`config.mk`:
```
export PLATFORM = sky130hd
export DESIGN_NAME = pwm_driver_flat
export DESIGN_NICKNAME = d
export VERILOG_FILES = /design/src/rtl/pwm_pkg.sv /design/src/rtl/pwm_driver_if.sv /design/src/rtl/pwm_prescaler.sv /design/src/rtl/pwm_driver.sv /design/src/flat_wrapper.sv
export SDC_FILE = /design/constraint.sdc
export NUM_CORES = 1
export LEC_CHECK = 0
export BUFFER_PORTS_ARGS = -buffer_cell sky130_fd_sc_hd__buf_2
export CORE_AREA = 2 2 50 64
export CTS_CLUSTER_DIAMETER = 60
export DETAILED_ROUTE_END_ITERATION = 7
export DIE_AREA = 0 0 52 66
export PLACE_DENSITY_LB_ADDON = 0.2
export SLEW_MARGIN = 20
export SYNTH_ARGS = -nofsm -noshare
export SYNTH_HDL_FRONTEND = slang
export SYNTH_SLANG_ARGS = --single-unit
```
`constraint.sdc`:
```
create_clock -name clk -period 2.5 [get_ports clk]
set_input_delay 0.125 -clock clk [delete_from_list [all_inputs] [get_ports clk]]
set_output_delay 0.125 -clock clk [all_outputs]
set_load 0.02 [all_outputs]
```
`src/rtl/pwm_pkg.sv`:
```
// Shared types and defaults for the PWM LED driver slice.
`timescale 1ns/1ps
package pwm_pkg;

   typedef enum logic {
      IDLE = 1'b0,
      RUN  = 1'b1
   } state_t;

   localparam int DEF_WIDTH    = 8;
   localparam int DEF_PRESCALE = 4;

   // Pin level that leaves the LED dark for the given output polarity.
   function automatic logic inactive_level(input bit active_high);
      return !active_high;
   endfunction

endpackage

```
`src/rtl/pwm_driver_if.sv`:
```
// Duty-value handshake between the brightness ramp (master) and the PWM driver (slave).
`timescale 1ns/1ps
interface pwm_driver_if
   import pwm_pkg::*;
#(
   parameter int WIDTH = DEF_WIDTH
);

   logic             duty_valid;
   logic [WIDTH-1:0] duty_data;
   logic             duty_ready;

   modport master (output duty_valid, output duty_data, input duty_ready);
   modport slave  (input duty_valid, input duty_data, output duty_ready);

endinterface

```
`src/rtl/pwm_prescaler.sv`:
```
// Divides the system clock into PWM ticks; clr holds the divider at zero.
`timescale 1ns/1ps
module pwm_prescaler #(
   parameter int PRESCALE = 4
) (
   input  logic clk,
   input  logic rst,
   input  logic clr,
   output logic tick
);

   localparam int            CW   = (PRESCALE > 1) ? $clog2(PRESCALE) : 1;
   localparam logic [CW-1:0] LAST = CW'(PRESCALE - 1);

   logic [CW-1:0] count;

   always_ff @(posedge clk) begin
      if (rst || clr) begin
         count <= '0;
      end else if (tick) begin
         count <= '0;
      end else begin
         count <= count + CW'(1);
      end
   end

   // Gated by clr so a PRESCALE of 1 does not tick while the block is idle.
   assign tick = !clr && (count == LAST);

endmodule

```
`src/rtl/pwm_driver.sv`:
```
// Single-channel PWM LED driver: shadow-buffered duty, applied only at period boundaries.
`timescale 1ns/1ps
module pwm_driver
   import pwm_pkg::*;
#(
   parameter int WIDTH       = DEF_WIDTH,
   parameter int PRESCALE    = DEF_PRESCALE,
   parameter bit ACTIVE_HIGH = 1'b1
) (
   input  logic             clk,
   input  logic             rst,
   input  logic             en,
   pwm_driver_if.slave      duty,
   output logic             pwm_out,
   output logic             period_start,
   output logic [WIDTH-1:0] duty_active
);

   localparam logic [WIDTH-1:0] CNT_LAST  = {{(WIDTH-1){1'b1}}, 1'b0};
   localparam logic             OFF_LEVEL = inactive_level(ACTIVE_HIGH);

   state_t           state, state_nxt;
   logic             pending;
   logic [WIDTH-1:0] shadow;
   logic [WIDTH-1:0] cnt;
   logic             tick, hold, wrap, boundary, boundary_q, accept, raw;

   pwm_prescaler #(.PRESCALE(PRESCALE)) u_prescaler (
      .clk  (clk),
      .rst  (rst),
      .clr  (hold),
      .tick (tick)
   );

   assign duty.duty_ready = !pending;
   assign accept          = duty.duty_valid && !pending;
   assign wrap            = tick && (cnt == CNT_LAST);
   assign raw             = (cnt < duty_active);

   always_ff @(posedge clk) begin
      if (rst) state <= IDLE;
      else     state <= state_nxt;
   end

   // NOTE: every always_comb output gets a default first, so no path can infer a latch.
   always_comb begin
      state_nxt = state;
      boundary  = 1'b0;
      hold      = 1'b1;
      case (state)
         IDLE: begin
            if (en) begin
               state_nxt = RUN;
               boundary  = 1'b1;
            end
         end
         RUN: begin
            if (!en) begin
               state_nxt = IDLE;
            end else begin
               hold     = 1'b0;
               boundary = wrap;
            end
         end
         default: state_nxt = IDLE;
      endcase
   end

   // NOTE: sequential state uses non-blocking assignments so every register samples pre-edge values.
   always_ff @(posedge clk) begin
      if (rst) begin
         // NOTE: the shadow data is cleared as well; pending alone marks it as holding a value.
         shadow       <= '0;
         pending      <= 1'b0;
         duty_active  <= '0;
         cnt          <= '0;
         boundary_q   <= 1'b0;
         period_start <= 1'b0;
         pwm_out      <= OFF_LEVEL;
      end else begin
         // A boundary consumes the shadow before any new offer; ready is low then, so no bypass.
         if (boundary && pending) begin
            duty_active <= shadow;
            pending     <= 1'b0;
         end else if (accept) begin
            shadow  <= duty.duty_data;
            pending <= 1'b1;
         end

         if (hold)      cnt <= '0;
         else if (tick) cnt <= wrap ? '0 : cnt + WIDTH'(1);

         // Compare output lags cnt by one clock, so period_start is delayed to stay aligned.
         boundary_q   <= boundary;
         period_start <= boundary_q && (state == RUN) && en;
         pwm_out      <= ((state == RUN) && en) ? ~(raw ^ ACTIVE_HIGH) : OFF_LEVEL;
      end
   end

endmodule
```
`src/flat_wrapper.sv`:
```
// flat-port wrapper written by rule: the top's interface ports become plain ports
module pwm_driver_flat import pwm_pkg::*;
#(
   parameter int WIDTH       = DEF_WIDTH,
   parameter int PRESCALE    = DEF_PRESCALE,
   parameter bit ACTIVE_HIGH = 1'b1
)
  (clk, rst, en, pwm_out, period_start, duty_active, duty_duty_valid, duty_duty_data, duty_duty_ready);
  pwm_driver_if #(.WIDTH(WIDTH)) duty_i ();
  input  logic clk;
  input  logic rst;
  input  logic en;
  output logic pwm_out;
  output logic period_start;
  output logic [WIDTH-1:0] duty_active;
  input wire logic [$bits(duty_i.duty_valid)-1:0] duty_duty_valid;
  input wire logic [$bits(duty_i.duty_data)-1:0] duty_duty_data;
  output wire logic [$bits(duty_i.duty_ready)-1:0] duty_duty_ready;
  assign duty_i.duty_valid = duty_duty_valid;
  assign duty_i.duty_data = duty_duty_data;
  assign duty_duty_ready = duty_i.duty_ready;
  pwm_driver #(.WIDTH(WIDTH), .PRESCALE(PRESCALE), .ACTIVE_HIGH(ACTIVE_HIGH)) u_core (.clk(clk), .rst(rst), .en(en), .duty(duty_i), .pwm_out(pwm_out), .period_start(period_start), .duty_active(duty_active));
endmodule
```
==> out/summary.txt, run 1 <==
Status: completed
Final Hold Viols: 0
Routability cong.: 0.848
Critical path arrival: 2.08 ns
H-tree levels: 2
Xor and xnor area share after synthesis: 0%
DIE WIDTH: 52 um
CTS Sinks: 31
Fill cells: 271
Critical Path Fanout Max: 13
Row Count: 22
Critical Path Sink Type: flop
Worst path max stage delay: 0.50 ns
Worst slew margin: 51.0%
Leakage power: 0.000740 uW
Clock-pin slew on the worst setup and hold paths: 0.09 ns
Pwr dens: 557 mW/mm^2
Total grt overflow: 0
Setup repair after global routing missed its margin: false
Crit path cell chain: and4_4, nand3_2, o41ai_4, a221o_1
Hold-fix buffers, CTS: 0
Post-Syn Area: 0.00149 sq mm
Syn nets: 188
Max-cap violations: 0
Post_cts resized: 0
Max-slew violations: 0
Delay-heaviest family, CP: compound AO/OA/AOI/OAI gates
Syn Inst Count: 166
Crit share post-route: 72.2%
Seq/Total Area, Yosys: 41.8%
TritonCTS Buffers: 5
Crit-path slowest cell: dfxtp_1
CP Data Required Time: 2.77 ns
Core Box Area: 0.00284 sq mm
Dpl ws: 0.734 ns
Post-route setup slack: 0.694 ns
Die area: 0.00343 sq mm
Io pins: 23
FF+latch count, synth: 31
Layout cell share with drive strength beyond 1: 18.9%
IO Port Bufs: 22
Critical path class: flop to flop
Worst-Skew Late Latency: 0.33 ns
Count of different cell masters after synthesis: 40
Post-synthesis simple-gate area fraction: 24.3%
Syn Area/Cell: 8.95 sq um
TritonCTS clock tree: yes
DRC violations left: 0
Diode count: 0
Largest net degree at the start of global routing: 15
Post-synthesis compound-gate area fraction: 20.8%
Final ANT Viol Nets: 0
Final min period: 1.81 ns
Die Height: 66 um
Routed len/inst: 14.0 um
Post-Route WL: 3160 um
Area of the multi-input gates: 795 sq um
Initial Utilization: 52.4%
Post-Synth Adder-Cell Area: 8.42%
Root Buffer: clkbuf_4
Drt first pass iters: 4
Setup_tns: 0 ns
Routed vias: 1320
DR vias/cell: 5.84
GRT Overall Usage: 21.2%
Synth Warn #: 0
Layout Area Growth over Synthesis: 12.6%
CTS Buffer Depth: 2
Vias in the first global route: 1205
Nets: 211
Final-report setup violation count: 0
Mux contribution to synthesized area: 0%
Initial drt markers: 51
CP startpoint kind: flop
HPWL Detailed: 2340 um
Hold WS: 0.0283 ns
Fmax: 554 MHz
Worst Hold Class: input port to flop
First-pass GRT wire length: 5280 um
Main combinational cell family by area after synthesis: simple AND/OR/NAND/NOR gates
Antenna violations before repair: 0
Cell area after layout: 0.00167 sq mm
Peak supply drop: 0.360 mV
Clock Skew: 0.00602 ns
Bufs and invs on worst path: 0
Cell Area, Placed: 0.00160 sq mm
Postcts setup bufs: 0
Register area: 621 sq um
Worst slew pin tran: 0.732 ns
==> power breakdown <==
group	internal [uW]	switching (uW)	leakage (uW)	total, uW
sequential	510	13.0	0.000252	523
combinational	29.6	47.2	0.000449	76.8
clock	165	166	0.0000386	331
==> registers in the layout, summed over array words and instances (netlist names) <==
signal / cells
u_core.period_start: 1
u_core.u_prescaler.count: 2
u_core.state: 1
u_core.duty_active: 8
u_core.shadow: 8
u_core.pending: 1
u_core.boundary_q: 1
u_core.cnt: 8
u_core.pwm_out: 1
==> kinds of logic (layout without fill, tap and decap cells) <==
logic type / Yosys count / in the layout
flops: 31 / 31
compound gates: 42 / 42
simple gates: 68 / 68
buf+inv: 15 / 39
fa+ha+maj: 10 / 10
==> worst min-delay path, cell delays in order <==
cell	delay, ns
buf_2	0.09
nand2_1	0.04
a21oi_1	0.05
==> path summary, 6_finish.rpt <==
kind	from	to	slack, ns	depth (start not counted)
worst max register to register	u_core.cnt[3]	u_core.duty_active[5]	0.69	4
worst min-delay path	duty_duty_data[1]	u_core.shadow[1]	0.03	3
worst max-delay path	u_core.cnt[3]	u_core.duty_active[5]	0.69	4
worst min register to register	u_core.u_prescaler.count[0]	u_core.u_prescaler.count[0]	0.44	1
==> cell type report <==
class,count,area share [%]
clock buffers,8,4.11
inverters,9,2.02
multi-input cells,120,47.5
flip-flops and latches,31,37.1
well taps,36,2.69
repair buffers,22,6.58
==> per-layer routing <==
metal | part of all wire, % | vias to the layer above | GRT usage (%)
li1 | - | 659 | -
met5 | 0 | - | 0
met2 | 50 | 34 | 34.8
met3 | 3.6 | 5 | 8.14
met1 | 44 | 622 | 23.9
met4 | 1.7 | 0 | 9.21
==> metrics by stage <==
step	total power (uW)	util, %	std cells
6_report	931	59.0	226
4_1_cts	943	59.0	226
2_1_floorplan	583	-	166
3_5_place_dp	612	56.6	218
5_1_grt	974	59.0	226
3_3_place_gp	609	56.6	218
==> cell usage after synthesis <==
cell        n  area (sq um)
dfxtp_1    31           621
nand2_1    27           101
a21oi_1    15          75.1
and3_1     10          62.6
ha_1       10           125
inv_1       9          33.8
a221o_1     8          80.1
nor2_1      6          22.5
o21ai_0     6          30.0
nor3_1      5          25.0
a31oi_1     3          18.8
nand3_1     3          15.0
nand4_1     3          18.8
a22o_1      2          17.5
buf_2       2          10.0
nor2b_1     2          12.5
a2111oi_0   1          8.76
a211o_2     1          10.0
a32oi_1     1          8.76
a41oi_1     1          8.76
and2_1      1          6.26
and2b_1     1          7.51
and3_4      1          11.3
and4_1      1          8.76
and4_4      1          11.3
buf_1       1          3.75
buf_4       1          7.51
buf_6       1          11.3
clkbuf_1    1          3.75
nand2_2     1          6.26
nand3_2     1          10.0
nand3b_1    1          7.51
nand4_2     1          12.5
nor3b_1     1          7.51
o21a_1      1          7.51
o21bai_1    1          7.51
o31a_1      1          8.76
o41ai_4     1          27.5
or3_1       1          6.26
or4_1       1          7.51
==> layout by cell type, fill, tap and decap left out, types with 2 or more instances in the layout <==
cell type | netlist | routed
a221o_1 | 8 | 8
o21ai_0 | 6 | 6
clkbuf_4 | 0 | 5
a31oi_1 | 3 | 3
buf_2 | 2 | 22
nand4_1 | 3 | 3
clkbuf_8 | 0 | 2
nor2b_1 | 2 | 2
ha_1 | 10 | 10
and3_1 | 10 | 10
a22o_1 | 2 | 2
nand3_1 | 3 | 3
nor3_1 | 5 | 5
dfxtp_1 | 31 | 31
inv_1 | 9 | 9
nand2_1 | 27 | 27
nor2_1 | 6 | 6
a21oi_1 | 15 | 15
(Power assumes the default switching activity.)
==> run 2: changes to the inputs <==
--- a/config.mk
+++ b/config.mk
@@ -5,11 +5,12 @@
 export SDC_FILE = /design/constraint.sdc
 export NUM_CORES = 1
 export LEC_CHECK = 0
+export ABC_AREA = 1
 export BUFFER_PORTS_ARGS = -buffer_cell sky130_fd_sc_hd__buf_2
-export CORE_AREA = 2 2 50 64
+export CORE_AREA = 2 2 52 67
 export CTS_CLUSTER_DIAMETER = 60
 export DETAILED_ROUTE_END_ITERATION = 7
-export DIE_AREA = 0 0 52 66
+export DIE_AREA = 0 0 54 69
 export PLACE_DENSITY_LB_ADDON = 0.2
 export SLEW_MARGIN = 20
 export SYNTH_ARGS = -nofsm -noshare
==> constraint.sdc (replaced) <==
create_clock -name clk -period 1.5 [get_ports clk]
set_input_delay 0.075 -clock clk [delete_from_list [all_inputs] [get_ports clk]]
set_output_delay 0.075 -clock clk [all_outputs]
set_load 0.02 [all_outputs]
==> run 2 against run 1 <==
Net effect: flip-flop and latch count did not move; count of clock-buffer cells in the layout fell by 2; final cell count rose by 13%; clock power rose by 100%; core utilization fell by 3.0 points; clock skew barely moved; via count fell by 4.4%; critical path depth rose by 4; combinational power rose by 140%; worst hold slack improved by 0.0012 ns; routed wire length fell by 7.7%; synthesized cell count rose by 15%; critical path type unchanged; critical endpoint is now u_core.duty_active[1]; largest cell class unchanged; largest power group unchanged.
==> out/summary.txt, run 2 <==
Routed vias: 1262
Top-count cell post-synth: dfxtp_1
Net switching power: 439 uW
Nets: 241
Final ANT Viol Nets: 0
CTS Sinks: 31
TritonCTS clock tree: yes
Max-cap violations: 0
Xor and xnor area share after synthesis: 0.598%
First-pass GRT wire length: 4820 um
Final-report setup violation count: 0
Layout Area Growth over Synthesis: 18.7%
Non-filler cells, final: 256
Drt first pass iters: 4
HPWL Detailed: 2130 um
Routability cong.: 0.798
Post-synth top flop: dfxtp_1
Most common cell after layout, fill and taps aside: dfxtp_1
Largest registers: u_core.cnt (8), u_core.duty_active (8), u_core.shadow (8)
Vias in the first global route: 1191
Status: completed
Syn Area/Cell: 7.67 sq um
Post-synthesis simple-gate area fraction: 25.1%
Post-Route WL: 2920 um
Die area: 0.00373 sq mm
Synth area leader: dfxtp_1
Clk network pwr share: 38.3%
Internal: 1290 uW
Synth Warn #: 0
Critical Path Fanout Max: 8
TritonCTS Buffers: 5
Row Count: 23
Seq/Total Area, Yosys: 42.4%
Ranking of synthesized cells by area: dfxtp_1 42%, a21oi_1 8.9%, ha_1 8.5%
Commonest cells post-synth: 31 x dfxtp_1, 28 x nand2_1, 26 x a21oi_1, 26 x inv_1, 23 x nor2_1
Root Buffer: clkbuf_8
Total grt overflow: 0
Cell Area, Placed: 0.00160 sq mm
Post-Synth Adder-Cell Area: 8.54%
Mux contribution to synthesized area: 0%
DIE WIDTH: 54 um
Post-Syn Area: 0.00147 sq mm
Hold-fix buffers, CTS: 0
Placed cells: 247
Fmax: 719 MHz
Initial drt markers: 31
Worst slew margin: 72.7%
Worst slew pin tran: 0.408 ns
Die Height: 69 um
Io pins: 23
FF+latch count, synth: 31
Worst-Skew Late Latency: 0.28 ns
Max-slew violations: 0
Syn Inst Count: 191
Register share of total power: 50.8%
Diode count: 0
Crit share post-route: 92.7%
Main combinational cell family by area after synthesis: simple AND/OR/NAND/NOR gates
Setup repair after global routing missed its margin: false
Setup_tns: 0 ns
Critical path arrival: 1.57 ns
EDFF count, synth: 0
Clock Skew: 0.00650 ns
GRT Overall Usage: 17.1%
CP startpoint kind: flop
Leakage power: 0.000753 uW
Commonest cells after routing, fill and taps aside: 30 x dfxtp_1, 27 x nand2_1, 26 x a21oi_1
CP Data Required Time: 1.68 ns
Design Power: 1730 uW
Largest net degree at the start of global routing: 19
Layout cell share with drive strength beyond 1: 21.0%
DRC violations left: 0
Antenna violations before repair: 0
Cell area after layout: 0.00174 sq mm
Worst Hold Class: input port to flop
Syn nets: 213
Postcts setup bufs: 0
Routed len/inst: 11.4 um
Core Box Area: 0.00311 sq mm
Peak supply drop: 0.599 mV
Top cell type's share of synthesized area: 42.4%
Count of different cell masters after synthesis: 23
Post-synthesis compound-gate area fraction: 13.5%
IO Port Bufs: 22
Initial Utilization: 47.1%
Fill cells: 291
Logic gate share of total power: 10.9%
Critical Path Sink Type: flop
CTS Buffer Depth: 2
Final min period: 1.39 ns
Switching share of power: 25.5%
Critical path class: flop to flop
Async set-reset flop share out of synthesis: 0%
Final Hold Viols: 0
Clock-pin slew on the worst setup and hold paths: 0.07 ns
Pwr dens: 993 mW/mm^2
H-tree levels: 2
DR vias/cell: 4.93
==> run 2: cells by family after synthesis <==
family	after synthesis
compound gates	39
fa+ha+maj	10
xor+xnor	1
simple gates	77
buf+inv	33
flops	31
==> run 2: final timing paths <==
check	from	endpoint	slack [ns]	cells past startpoint
setup reg to reg	u_core.cnt[0]	u_core.duty_active[1]	0.11	8
hold / removal	rst	u_core.state	0.03	2
setup / recovery	u_core.cnt[0]	u_core.duty_active[1]	0.11	8
hold reg to reg	u_core.boundary_q	u_core.period_start	0.42	2
==> run 2: layout make-up <==
| cell class | count | area, sq um | share of cell area [%] |
|---|---|---|---|
| Multi-Input combinational cell | 129 | 753 | 43.3 |
| Clock inverter | 1 | 5.00 | 0.288 |
| Inverter | 28 | 105 | 6.04 |
| Clock buffer | 6 | 82.6 | 4.75 |
| Tap cell | 37 | 46.3 | 2.66 |
| Sequential cell | 31 | 622 | 35.8 |
| Timing Repair Buffer | 24 | 125 | 7.19 |
==> run 2: power groups by stage <==
stage	sequential (uW)	clock (uW)	combinational [uW]
after global routing	882	707	218
after global placement	894	0	176
after floorplan	908	0	122
after CTS	877	671	182
final	877	661	188
after detailed placement	895	0	182
==> run 2: worst max-delay path: stages, from the launching register on <==
cell	delay (ns)
dfxtp_1	0.37
inv_2	0.07
ha_1	0.19
inv_1	0.11
nor2_4	0.06
nand3_4	0.15
nand2_4	0.10
a21oi_1	0.17
nor2_1	0.07
==> run 2: metrics by stage <==
step / hold WS, ns / utilization (%) / setup slack [ns]
2_1_floorplan: 0.144 / - / 0.188
3_3_place_gp: 0.318 / 51.4 / 0.115
3_5_place_dp: 0.316 / 51.4 / 0.0888
4_1_cts: 0.0170 / 54.2 / 0.0696
5_1_grt: 0.0263 / 56.0 / 0.00256
6_report: 0.0295 / 56.0 / 0.109
==> run 2: per-layer routing <==
layer | vias up | global-route usage, % | wire length (um)
li1 | 673 | - | -
met1 | 553 | 18.6 | 1180
met2 | 28 | 28.7 | 1540
met3 | 8 | 6.06 | 128
met4 | 0 | 7.22 | 67
met5 | - | 0 | 0
==> run 2: repair_timing <==
item	4_1_cts	5_1_grt
endpoints found under the hold margin	0	0
endpoints found under the setup margin	0	10
gates resized for setup	0	8
==> run 3: changes to the inputs <==
--- a/config.mk
+++ b/config.mk
@@ -5,12 +5,12 @@
 export SDC_FILE = /design/constraint.sdc
 export NUM_CORES = 1
 export LEC_CHECK = 0
-export ABC_AREA = 1
+export ABC_AREA = 0
 export BUFFER_PORTS_ARGS = -buffer_cell sky130_fd_sc_hd__buf_2
-export CORE_AREA = 2 2 52 67
+export CORE_AREA = 2 2 52 66
 export CTS_CLUSTER_DIAMETER = 60
 export DETAILED_ROUTE_END_ITERATION = 7
-export DIE_AREA = 0 0 54 69
+export DIE_AREA = 0 0 54 68
 export PLACE_DENSITY_LB_ADDON = 0.2
 export SLEW_MARGIN = 20
 export SYNTH_ARGS = -nofsm -noshare
==> run 3 against run 2 <==
Net effect: sequential share of layout area shrank 3.1 points; worst hold slack lost 0.0046 ns; final area up 10%.
==> out/summary.txt, run 3 (synthesis results as in run 1) <==
CTS Buffer Depth: 2
Final-report setup violation count: 0
Nets: 230
Worst slew pin tran: 0.485 ns
Register share of total power: 50.4%
DRC violations left: 0
Bufs and invs on worst path: 1
Drt first pass iters: 4
Internal: 1330 uW
TritonCTS clock tree: yes
Initial Utilization: 47.8%
Leakage power: 0.000858 uW
IO Port Bufs: 22
R2r setup slk: 0.06 ns
Total grt overflow: 0
Worst Hold Depth: 3
CP Launch Point: u_core.duty_active[7]
H-tree levels: 2
Hold WS: 0.0250 ns
Clock Skew: 0.00453 ns
Status: completed
Critical Path Sink Type: flop
Vias in the first global route: 1329
Crit-path slowest cell: dfxtp_1
Row Count: 23
Layout Area Growth over Synthesis: 29.1%
CP startpoint kind: flop
Design Power: 1740 uW
HPWL Detailed: 2670 um
Antenna violations before repair: 0
Hold Crit Start: duty_duty_data[7]
First-pass GRT wire length: 6020 um
Commonest cells after routing, fill and taps aside: 27 x nand2_1, 26 x dfxtp_1, 22 x buf_2
Crit share post-route: 96.0%
CTS Sinks: 31
Final ANT Viol Nets: 0
Critical Path Fanout Max: 4
Pwr dens: 906 mW/mm^2
Critical path arrival: 1.67 ns
GRT Overall Usage: 22.9%
Worst path max stage delay: 0.37 ns
Clk network pwr share: 41.7%
Post-Route WL: 3530 um
Die area: 0.00367 sq mm
Worst Hold Class: input port to flop
Hold Path End: u_core.shadow[7]
Delay-heaviest family, CP: compound AO/OA/AOI/OAI gates
Clock-pin slew on the worst setup and hold paths: 0.06 ns
Setup repair after global routing missed its margin: true
Cell area after layout: 0.00192 sq mm
Peak supply drop: 0.971 mV
Routed len/inst: 14.4 um
TritonCTS Buffers: 5
Most common cell after layout, fill and taps aside: nand2_1
DR vias/cell: 5.57
DIE WIDTH: 54 um
Worst-Skew Late Latency: 0.28 ns
Hold-fix buffers, CTS: 0
Logic gate share of total power: 7.9%
Final Hold Viols: 0
Worst slew margin: 67.6%
Largest net degree at the start of global routing: 14
Die Height: 68 um
Layout cell share with drive strength beyond 1: 32.1%
Largest registers: u_core.cnt (8), u_core.duty_active (8), u_core.shadow (8)
Worst r2r src: u_core.duty_active[7]
Root Buffer: clkbuf_8
RR Endpoint: u_core.pwm_out
Cell Area, Placed: 0.00174 sq mm
Fmax: 695 MHz
Critical path class: flop to flop
Crit path cell chain: inv_1, ha_1, nand2_1, nor2_1, a2111oi_2, o31a_1
Max-slew violations: 0
Final min period: 1.44 ns
Routability cong.: 0.811
Net switching power: 411 uW
Core Box Area: 0.00311 sq mm
Diode count: 0
CP Data Required Time: 1.73 ns
Io pins: 23
Routed vias: 1371
Switching share of power: 23.7%
R2R depth: 6
Initial drt markers: 24
Max-cap violations: 0
==> run 3: metrics by stage <==
step,util [%],instances,setup slack [ns],TNS [ns]
floorplan,-,166,0.0218,0
global placement,55.8,236,0.00417,0
detailed placement,55.8,236,-0.0393,-0.232
CTS,59.8,244,0.00148,0
global route,61.7,246,-0.0493,-0.0493
finish,61.7,246,0.0607,0
==> run 3: per-layer routing <==
| layer | wire length, um | global-route usage, % | up-vias |
|---|---|---|---|
| met4 | 102 | 10.9 | 0 |
| met1 | 1490 | 26.2 | 645 |
| met2 | 1820 | 38.7 | 24 |
| met5 | 0 | 0 | - |
| li1 | - | - | 696 |
| met3 | 116 | 6.11 | 6 |
==> run 3: tightest hold or removal path, cell delays in order <==
cell and delay, ns:
buf_2 0.09, nand2_1 0.05, a21oi_1 0.05
==> run 3: layout make-up <==
type | instances | area [sq um]
fillers | 274 | 1190
well taps | 37 | 46.3
clock buffers | 8 | 100
multi-input cells | 120 | 857
flip-flops and latches | 31 | 627
inverters | 9 | 33.8
repair buffers | 41 | 253
==> run 3: worst max-delay path by stage <==
stage / to / slack (ns) / cells past startpoint
2_1_floorplan: u_core.duty_active[5] / 0.02 / 4
3_3_place_gp: u_core.duty_active[5] / 0.004 / 5
3_5_place_dp: u_core.duty_active[0] / -0.04 / 5
4_1_cts: u_core.pwm_out / 0.001 / 6
5_1_grt: u_core.pwm_out / -0.05 / 6
6_report: u_core.pwm_out / 0.06 / 6
==> run 3: timing repair <==
item                       CTS  global route
gates resized for setup      6             9
setup endpoints to repair    9            11
gates cloned                 0             0
setup buffers                0             2
pin swaps                    0             3
==> run 3: power groups by stage <==
stage / Clock, uW / Sequential, uW / Combinational [uW]
global route: 767 / 878 / 155
CTS: 734 / 874 / 135
detailed placement: 0 / 892 / 133
finish: 725 / 875 / 137
floorplan: 0 / 893 / 77.8
global placement: 0 / 891 / 129
